File: config.mk
export PLATFORM = sky130hd
export DESIGN_NAME = priority_decoder_2to4_seq
export DESIGN_NICKNAME = d
export VERILOG_FILES = /design/src/rtl/priority_decoder_2to4_seq.sv
export SDC_FILE = /design/constraint.sdc
export NUM_CORES = 1
export LEC_CHECK = 0
export BUFFER_PORTS_ARGS = -buffer_cell sky130_fd_sc_hd__buf_2
export CAP_MARGIN = 10
export CORE_MARGIN = 4
export CORE_UTILIZATION = 25
export DETAILED_ROUTE_END_ITERATION = 10
export PLACE_DENSITY = 0.41
export SETUP_SLACK_MARGIN = 0.15
export SLEW_MARGIN = 30
export SYNTH_ARGS = -nofsm -noshare
export SYNTH_HDL_FRONTEND = slang
export SYNTH_SLANG_ARGS = --single-unit
File: constraint.sdc
create_clock -name clk -period 2.4 [get_ports clk]
set_input_delay 0.24 -clock clk [delete_from_list [all_inputs] [get_ports clk]]
set_output_delay 0.24 -clock clk [all_outputs]
set_load 0.01 [all_outputs]
File: src/rtl/priority_decoder_2to4_seq.sv
// Decodes accepted {Y1,Y0,V} codes into a timed one-hot pulse on D.
// Ports: clk, rst (sync, active-high); Y1/Y0/V code in; ready, busy,
// drop status; D[3:0] pulse; cnt0..cnt3 saturating per-channel counts.
// Optional macro PRIORITY_DECODER_GAP_EN adds a one-cycle GAP state
// after each pulse.
module priority_decoder_2to4_seq #(
  parameter int PULSE_LEN = 4,
  parameter int CNT_W     = 8
) (
  input  logic             clk,
  input  logic             rst,
  input  logic             Y1,
  input  logic             Y0,
  input  logic             V,
  output logic             ready,
  output logic [3:0]       D,
  output logic             busy,
  output logic             drop,
  output logic [CNT_W-1:0] cnt0,
  output logic [CNT_W-1:0] cnt1,
  output logic [CNT_W-1:0] cnt2,
  output logic [CNT_W-1:0] cnt3
);

`ifdef PRIORITY_DECODER_GAP_EN
  typedef enum logic [1:0] {IDLE, HOLD, GAP} state_t;
`else
  typedef enum logic [1:0] {IDLE, HOLD} state_t;
`endif

  localparam logic [7:0]       TLOAD = 8'(PULSE_LEN - 1);
  localparam logic [CNT_W-1:0] ONE   = CNT_W'(1);

  state_t           r_state;
  logic [7:0]       r_timer;
  logic [3:0]       r_d;
  logic             r_drop;
  logic [CNT_W-1:0] r_cnt [4];
  logic [1:0]       w_code;

  assign w_code = {Y1, Y0};
  assign ready  = (r_state == IDLE);
  assign busy   = (r_state != IDLE);
  assign D      = r_d;
  assign drop   = r_drop;
  assign cnt0   = r_cnt[0];
  assign cnt1   = r_cnt[1];
  assign cnt2   = r_cnt[2];
  assign cnt3   = r_cnt[3];

  always_ff @(posedge clk) begin
    if (rst) begin
      r_state <= IDLE;
      r_timer <= '0;
      r_d     <= '0;
      r_drop  <= 1'b0;
      for (int i = 0; i < 4; i++) r_cnt[i] <= '0;
    end else begin
      // A code offered while not ready is flagged and discarded.
      r_drop <= V && (r_state != IDLE);
      unique case (r_state)
        IDLE: begin
          if (V) begin
            r_d     <= 4'b0001 << w_code;
            r_timer <= TLOAD;
            r_state <= HOLD;
            if (r_cnt[w_code] != '1)
              r_cnt[w_code] <= r_cnt[w_code] + ONE;
          end
        end
        HOLD: begin
          if (r_timer == 8'd0) begin
            r_d     <= '0;
`ifdef PRIORITY_DECODER_GAP_EN
            r_state <= GAP;
`else
            r_state <= IDLE;
`endif
          end else begin
            r_timer <= r_timer - 8'd1;
          end
        end
`ifdef PRIORITY_DECODER_GAP_EN
        GAP: r_state <= IDLE;
`endif
        default: begin
          r_state <= IDLE;
          r_d     <= '0;
        end
      endcase
    end
  end

endmodule

==> run summary, run 1 <==
Clk Latency, worst-skew pair -> 0.30 ns
Drt wl/cell -> 16.98 µm
CTS tree -> done
Finished Layout Cells -> 372
I/O pins -> 44
Worst Hold Class -> input port to flip-flop
Initial antenna violation count -> 0
Final Net Count -> 271
Synth-to-layout area growth -> 31.26%
Layout cell share with drive strength beyond 1 -> 0.3939
DRC viols -> 0
Yosys warns -> 0
Synth top area cells -> edfxtp_1 43%, dfxtp_1 12%, mux4_2 5.0%
Placed Cells -> 364
Final Power -> 0.001937 W
RSZ-0062 raised after global routing -> yes
Worst r2r src -> r_cnt[1][0]$_SDFFCE_PN0P_
CTS sink count -> 46
Vias/cell -> 4.847
Crit path required time -> 2.43 ns
R2r worst-path depth -> 6
Crit path max-delay family -> simple AND/OR/NAND/NOR gates
DR pass1 iterations -> 4
Bufs on Longest Clock Path -> 2
Vias -> 1803
Cts hold-fix bufs -> 0
Area after DPL -> 0.002841 mm²
Final Hold Viols -> 0
Largest net degree at the start of global routing -> 16
Synth Register Bits -> 46
Die width -> 102.9 µm
Yosys cell types -> 43
Post-CTS setup buffers -> 0
Core footprint -> 0.008763 mm²
H-tree depth -> 2
LEAKAGE -> 1.205 nW
CP Launch Type -> flip-flop
Worst slew pin tran -> 0.6530 ns
Setup violators final -> 0
Seq pwr share -> 0.492
GRT Overall Usage -> 0.1242
Post-Syn Area -> 0.002253 mm²
CTS buffer count -> 5
Outcome -> complete, no violations
RD Place Congestion -> 0.7636
Fin crit period -> 2.163 ns
Arrival time worst endpoint -> 2.19 ns
Crit path max fanout -> 10
Synth top area share -> 0.4264
Fin area -> 0.002958 mm²
CP bufs+invs -> 1
Crit-path cells -> mux4_1 -> ha_1 -> nand3_1 -> nor3_4 -> buf_4 -> nor3_1
Period utilization -> 0.9013
Fin. max-slew vios -> 0
Worst hold start -> V
Syn Area/Cell -> 11.62 µm²
Clock group share of total power -> 0.294
Worst path slowest cell -> nor3_4
Starting DRC count in detailed routing -> 75
Buffers on Ports -> 43
CTS root buf -> clkbuf_8
Syn_nets -> 202
Cell taking the most area after synthesis -> edfxtp_1
Seq/Total Area, Yosys -> 0.5508
Final WL -> 6.316 mm
Post-DP HPWL -> 4.963 mm
Die footprint -> 0.01060 mm²
Flop2flop setup slack -> 0.24 ns
Worst R2R End -> r_cnt[2][3]$_SDFFCE_PN0P_
Vias in the first global route -> 1795
Setup crit end kind -> flip-flop
Clock transition at the registers of the reported paths -> 0.09 ns
Mapped Cells -> 194
Combinational Power Share -> 0.214
Clock Skew -> 0.008848 ns
Antenna cell count -> 0
Max-Cap Viols -> 0
DIE HEIGHT -> 102.9 µm
Initial core utilization -> 0.2571
Int Pwr -> 0.001402 W
Max-slew headroom -> 0.5585
FF/Latch Area -> 0.001241 mm²
Fmax -> 0.4623 GHz
Sw Share -> 0.2759
Multi-input gate area -> 984.7 µm²
Global-route wire length before repair -> 9.811 mm
Routed Antenna Nets -> 0
# rows -> 34
Fill count -> 895
Worst IR Drop VDD -> 238.6 µV
Max incr delay on CP -> 0.54 ns
Total grt overflow -> 0
Switching pwr -> 0.0005343 W
Worst Hold Path Cells -> 3
Total negative setup slack -> 0 ns
Crit Path Category -> flip-flop to flip-flop
Power Dens Cells -> 654.7 mW/mm²
# resized after CTS -> 0
Worst Hold End -> drop$_SDFF_PP0_
[cells by family (layout without fill, tap and decap cells)]
kind of cell             after synthesis  in the layout  share of synthesized area
AND/OR/NAND/NOR                       76             76                     0.1782
flip-flops                            46             46                     0.5508
AO/OA/AOI/OAI                         38             38                     0.1055
buffers and inverters                 17             87                    0.03831
multiplexers                          10             10                    0.09495
XOR/XNOR                               4              4                    0.01555
adder cells (fa/ha/maj)                3              3                    0.01666
[state kept, by name, summed over array words and instances, names as in the netlist]
name     count
D            4
r_cnt       32
r_timer      8
drop         1
r_state      1
[cell type report]
type / count / area share
multi-input combinational: 131 / 0.3329
tap: 108 / 0.04569
inverter: 6 / 0.007614
clock buffer: 5 / 0.02327
sequential: 46 / 0.4196
clock inverter: 3 / 0.01354
timing repair buffer: 73 / 0.1574
[power by group through the flow]
stage / registers (W) / clock network (W) / logic [W]
global placement: 0.000973 / 0 / 0.000417
floorplan: 0.000974 / 0 / 0.000240
detailed placement: 0.000970 / 0 / 0.000416
finish: 0.000952 / 0.000570 / 0.000415
global route: 0.000959 / 0.000632 / 0.000459
CTS: 0.000952 / 0.000596 / 0.000418
[how the worst max path moves through the flow]
stage,startpoint,endpoint,slack (ns),depth (start not counted)
after global routing,r_cnt[1][0]$_SDFFCE_PN0P_,r_cnt[1][0]$_SDFFCE_PN0P_,0.12,6
after detailed placement,Y0,r_cnt[1][3]$_SDFFCE_PN0P_,0.13,7
after CTS,r_cnt[1][0]$_SDFFCE_PN0P_,r_cnt[2][4]$_SDFFCE_PN0P_,0.21,6
final,r_cnt[1][0]$_SDFFCE_PN0P_,r_cnt[2][3]$_SDFFCE_PN0P_,0.24,6
after global placement,Y0,r_cnt[1][3]$_SDFFCE_PN0P_,-0.12,7
after floorplan,r_cnt[1][0]$_SDFFCE_PN0P_,r_cnt[1][0]$_SDFFCE_PN0P_,0.17,7
[metrics by stage]
stage	worst slack [ns]	hold WS, ns	util
CTS	0.2075	0.1998	0.3367
global placement	-0.1209	0.4400	0.3235
floorplan	0.1681	0.3627	-
detailed placement	0.1317	0.4395	0.3242
finish	0.2370	0.2133	0.3375
global route	0.1234	0.2116	0.3375
[worst min-delay path, stage by stage]
cell and delay (ns):
buf_2 0.13, nand2_1 0.07, nor2_1 0.03
[cell usage in the layout (no fill, tap or decap), types with 5 or more instances in the layout]
master | Yosys | final
nand3_1 | 5 | 5
mux4_2 | 5 | 5
dfxtp_1 | 14 | 14
clkbuf_8 | 0 | 5
inv_1 | 6 | 6
edfxtp_1 | 32 | 32
nand2_1 | 16 | 16
buf_4 | 0 | 28
nor2_1 | 14 | 14
buf_2 | 3 | 43
a21oi_1 | 20 | 20
nor3_1 | 18 | 18
[layer usage]
metal	vias up	wire length, µm	global-route usage
met2	51	2879	0.1880
met3	2	382	0.03180
li1	865	-	-
met4	0	35	0.03287
met1	885	3019	0.1767
met5	-	0	0
[cell usage after synthesis]
cell type and n:
a211o_1 1, a211oi_1 1, a21oi_1 20, a311oi_1 1, a31o_2 2, a32oi_1 1, buf_2 3, buf_6 1
buf_8 1, clkbuf_1 6, dfxtp_1 14, edfxtp_1 32, ha_1 3, inv_1 6, mux2_2 2, mux4_1 3
mux4_2 5, nand2_1 16, nand2b_1 4, nand2b_2 1, nand3_1 5, nand3_2 1, nand4b_1 2, nor2_1 14
nor2b_1 1, nor3_1 18, nor3_2 1, nor3b_1 1, nor4_1 1, nor4b_1 1, o211ai_1 2, o21ai_0 3
o21ba_2 1, o21bai_1 4, o311ai_1 1, o31ai_1 1, or2_2 2, or2b_1 1, or3_1 4, or3_2 1
or4_4 1, or4b_2 1, xor2_1 4
Power figures use the tool's default switching activity.
==> run 2: changes to the inputs <==
--- a/config.mk
+++ b/config.mk
@@ -10,6 +10,7 @@
 export CORE_MARGIN = 4
 export CORE_UTILIZATION = 25
 export DETAILED_ROUTE_END_ITERATION = 10
+export MAX_ROUTING_LAYER = met4
 export PLACE_DENSITY = 0.41
 export SETUP_SLACK_MARGIN = 0.15
 export SLEW_MARGIN = 30
==> constraint.sdc (replaced) <==
create_clock -name clk -period 2.4 [get_ports clk]
set_input_delay 0.24 -clock clk [delete_from_list [all_inputs] [get_ports clk]]
set_output_delay 0.24 -clock clk [all_outputs]
set_load 0.02 [all_outputs]
==> run summary, run 2 (synthesized netlist as in run 1, its figures left out) <==
H-tree depth -> 2
Synth-to-layout area growth -> 27.76%
Fill count -> 900
CTS tree -> done
Final WL -> 6.425 mm
DRC viols -> 0
Antenna cell count -> 0
Period utilization -> 0.9070
Initial core utilization -> 0.2571
Largest net degree at the start of global routing -> 16
Worst r2r src -> r_cnt[2][0]$_SDFFCE_PN0P_
Most frequent cells in the layout -> 43 x buf_2, 32 x edfxtp_1, 22 x buf_4
Crit Path Category -> flip-flop to flip-flop
Worst Hold Class -> input port to flip-flop
Crit path max fanout -> 10
WHS -> 0.2081 ns
Fin. max-slew vios -> 0
Worst Setup SP -> r_cnt[2][0]$_SDFFCE_PN0P_
Final Power -> 0.001867 W
# rows -> 34
Placed Cells -> 356
Outcome -> complete, no violations
Routed Antenna Nets -> 0
Post-DP HPWL -> 4.886 mm
Finished Layout Cells -> 366
Initial antenna violation count -> 0
Final Hold Viols -> 0
CTS sink count -> 46
Setup crit end kind -> flip-flop
Fmax -> 0.4594 GHz
Buffers on Ports -> 43
Global-route wire length before repair -> 9.777 mm
CTS buffer count -> 5
Vias/cell -> 4.847
Vias -> 1774
Final Net Count -> 265
Vias in the first global route -> 1723
Clock transition at the registers of the reported paths -> 0.09 ns
Bufs on Longest Clock Path -> 2
Core Util, Final -> 0.3285
Core footprint -> 0.008763 mm²
GRT Overall Usage -> 0.1279
Die footprint -> 0.01060 mm²
DR pass1 iterations -> 4
Pre-CTS setup slack -> 0.1286 ns
Clk Latency, worst-skew pair -> 0.30 ns
Worst IR Drop VDD -> 212.7 µV
DIE HEIGHT -> 102.9 µm
CP Launch Type -> flip-flop
Drt wl/cell -> 17.55 µm
RD Place Congestion -> 0.7366
R2r worst-path depth -> 6
LEAKAGE -> 1.158 nW
Flop2flop setup slack -> 0.22 ns
I/O pins -> 44
Most flop-heavy register -> r_cnt
Clock Skew -> 0.006597 ns
Most common cell after layout, fill and taps aside -> buf_2
Final WS setup -> 0.2232 ns
Worst R2R End -> r_cnt[1][2]$_SDFFCE_PN0P_
Crit path to -> r_cnt[1][2]$_SDFFCE_PN0P_
Die width -> 102.9 µm
Total grt overflow -> 0
Max reg flops -> 32
Fin crit period -> 2.177 ns
Starting DRC count in detailed routing -> 75
Setup violators final -> 0
RSZ-0062 raised after global routing -> yes
Max-Cap Viols -> 0
Crit path required time -> 2.38 ns
Layout cell share with drive strength beyond 1 -> 0.3682
Max-slew headroom -> 0.6819
Arrival time worst endpoint -> 2.15 ns
Worst slew pin tran -> 0.4735 ns
CTS root buf -> clkbuf_8
Power Dens Cells -> 648.5 mW/mm²
==> run 2: cell count changes in the layout (fill, tap and decap cells not counted), sizes merged <==
cell,before,now
buf,73,67
bufinv,1,0
clkbuf,5,8
clkinv,1,0
clkinvlp,1,0
==> run 2: worst min-delay path by stage <==
stage | startpoint | endpoint | cells past startpoint
after floorplan | V | drop$_SDFF_PP0_ | 2
after global placement | D[2]$_SDFFE_PP0P_ | D[2]$_SDFFE_PP0P_ | 2
after detailed placement | D[1]$_SDFFE_PP0P_ | D[1]$_SDFFE_PP0P_ | 2
after CTS | V | drop$_SDFF_PP0_ | 3
after global routing | V | drop$_SDFF_PP0_ | 3
final | V | drop$_SDFF_PP0_ | 3
==> run 2: through the flow <==
stage	setup TNS [ns]	area [µm²]
2_1_floorplan	0	2307
3_3_place_gp	-4.284	2765
6_report	0	2879
4_1_cts	0	2851
3_5_place_dp	0	2771
5_1_grt	0	2879
==> run 2: critical path, cell delays in order, from the launching register on <==
cell and delay [ns]:
edfxtp_1 0.44, mux4_1 0.56, ha_2 0.21, nand3_1 0.14, nor3_4 0.07, buf_12 0.15, o21bai_4 0.28
==> run 2: final cells by class <==
type / count / area (µm²) / share of cell area
flip-flops and latches: 46 / 1241 / 0.4311
multi-input cells: 131 / 979.7 / 0.3403
well taps: 108 / 135.1 / 0.04694
clock buffers: 8 / 80.08 / 0.02781
repair buffers: 67 / 420.4 / 0.1460
inverters: 6 / 22.52 / 0.007823
==> run 2: layer usage <==
| metal | GRT usage | part of all wire | vias up |
|---|---|---|---|
| met5 | - | 0 | - |
| met4 | 0.03287 | 0.011 | 0 |
| met3 | 0.02300 | 0.045 | 6 |
| met2 | 0.1850 | 0.45 | 39 |
| met1 | 0.1845 | 0.50 | 869 |
| li1 | - | - | 860 |
==> run 2: repair_timing <==
item | 4_1_cts | 5_1_grt
setup endpoints to repair | 0 | 3
gates resized for setup | 0 | 1
hold buffers | 0 | 0
buffers inserted | 0 | 2
==> run 2: report_power, final <==
group | internal (W) | switching (W)
Combinational | 0.000184 | 0.000256
Clock | 0.000208 | 0.000268
Sequential | 0.000906 | 0.0000456
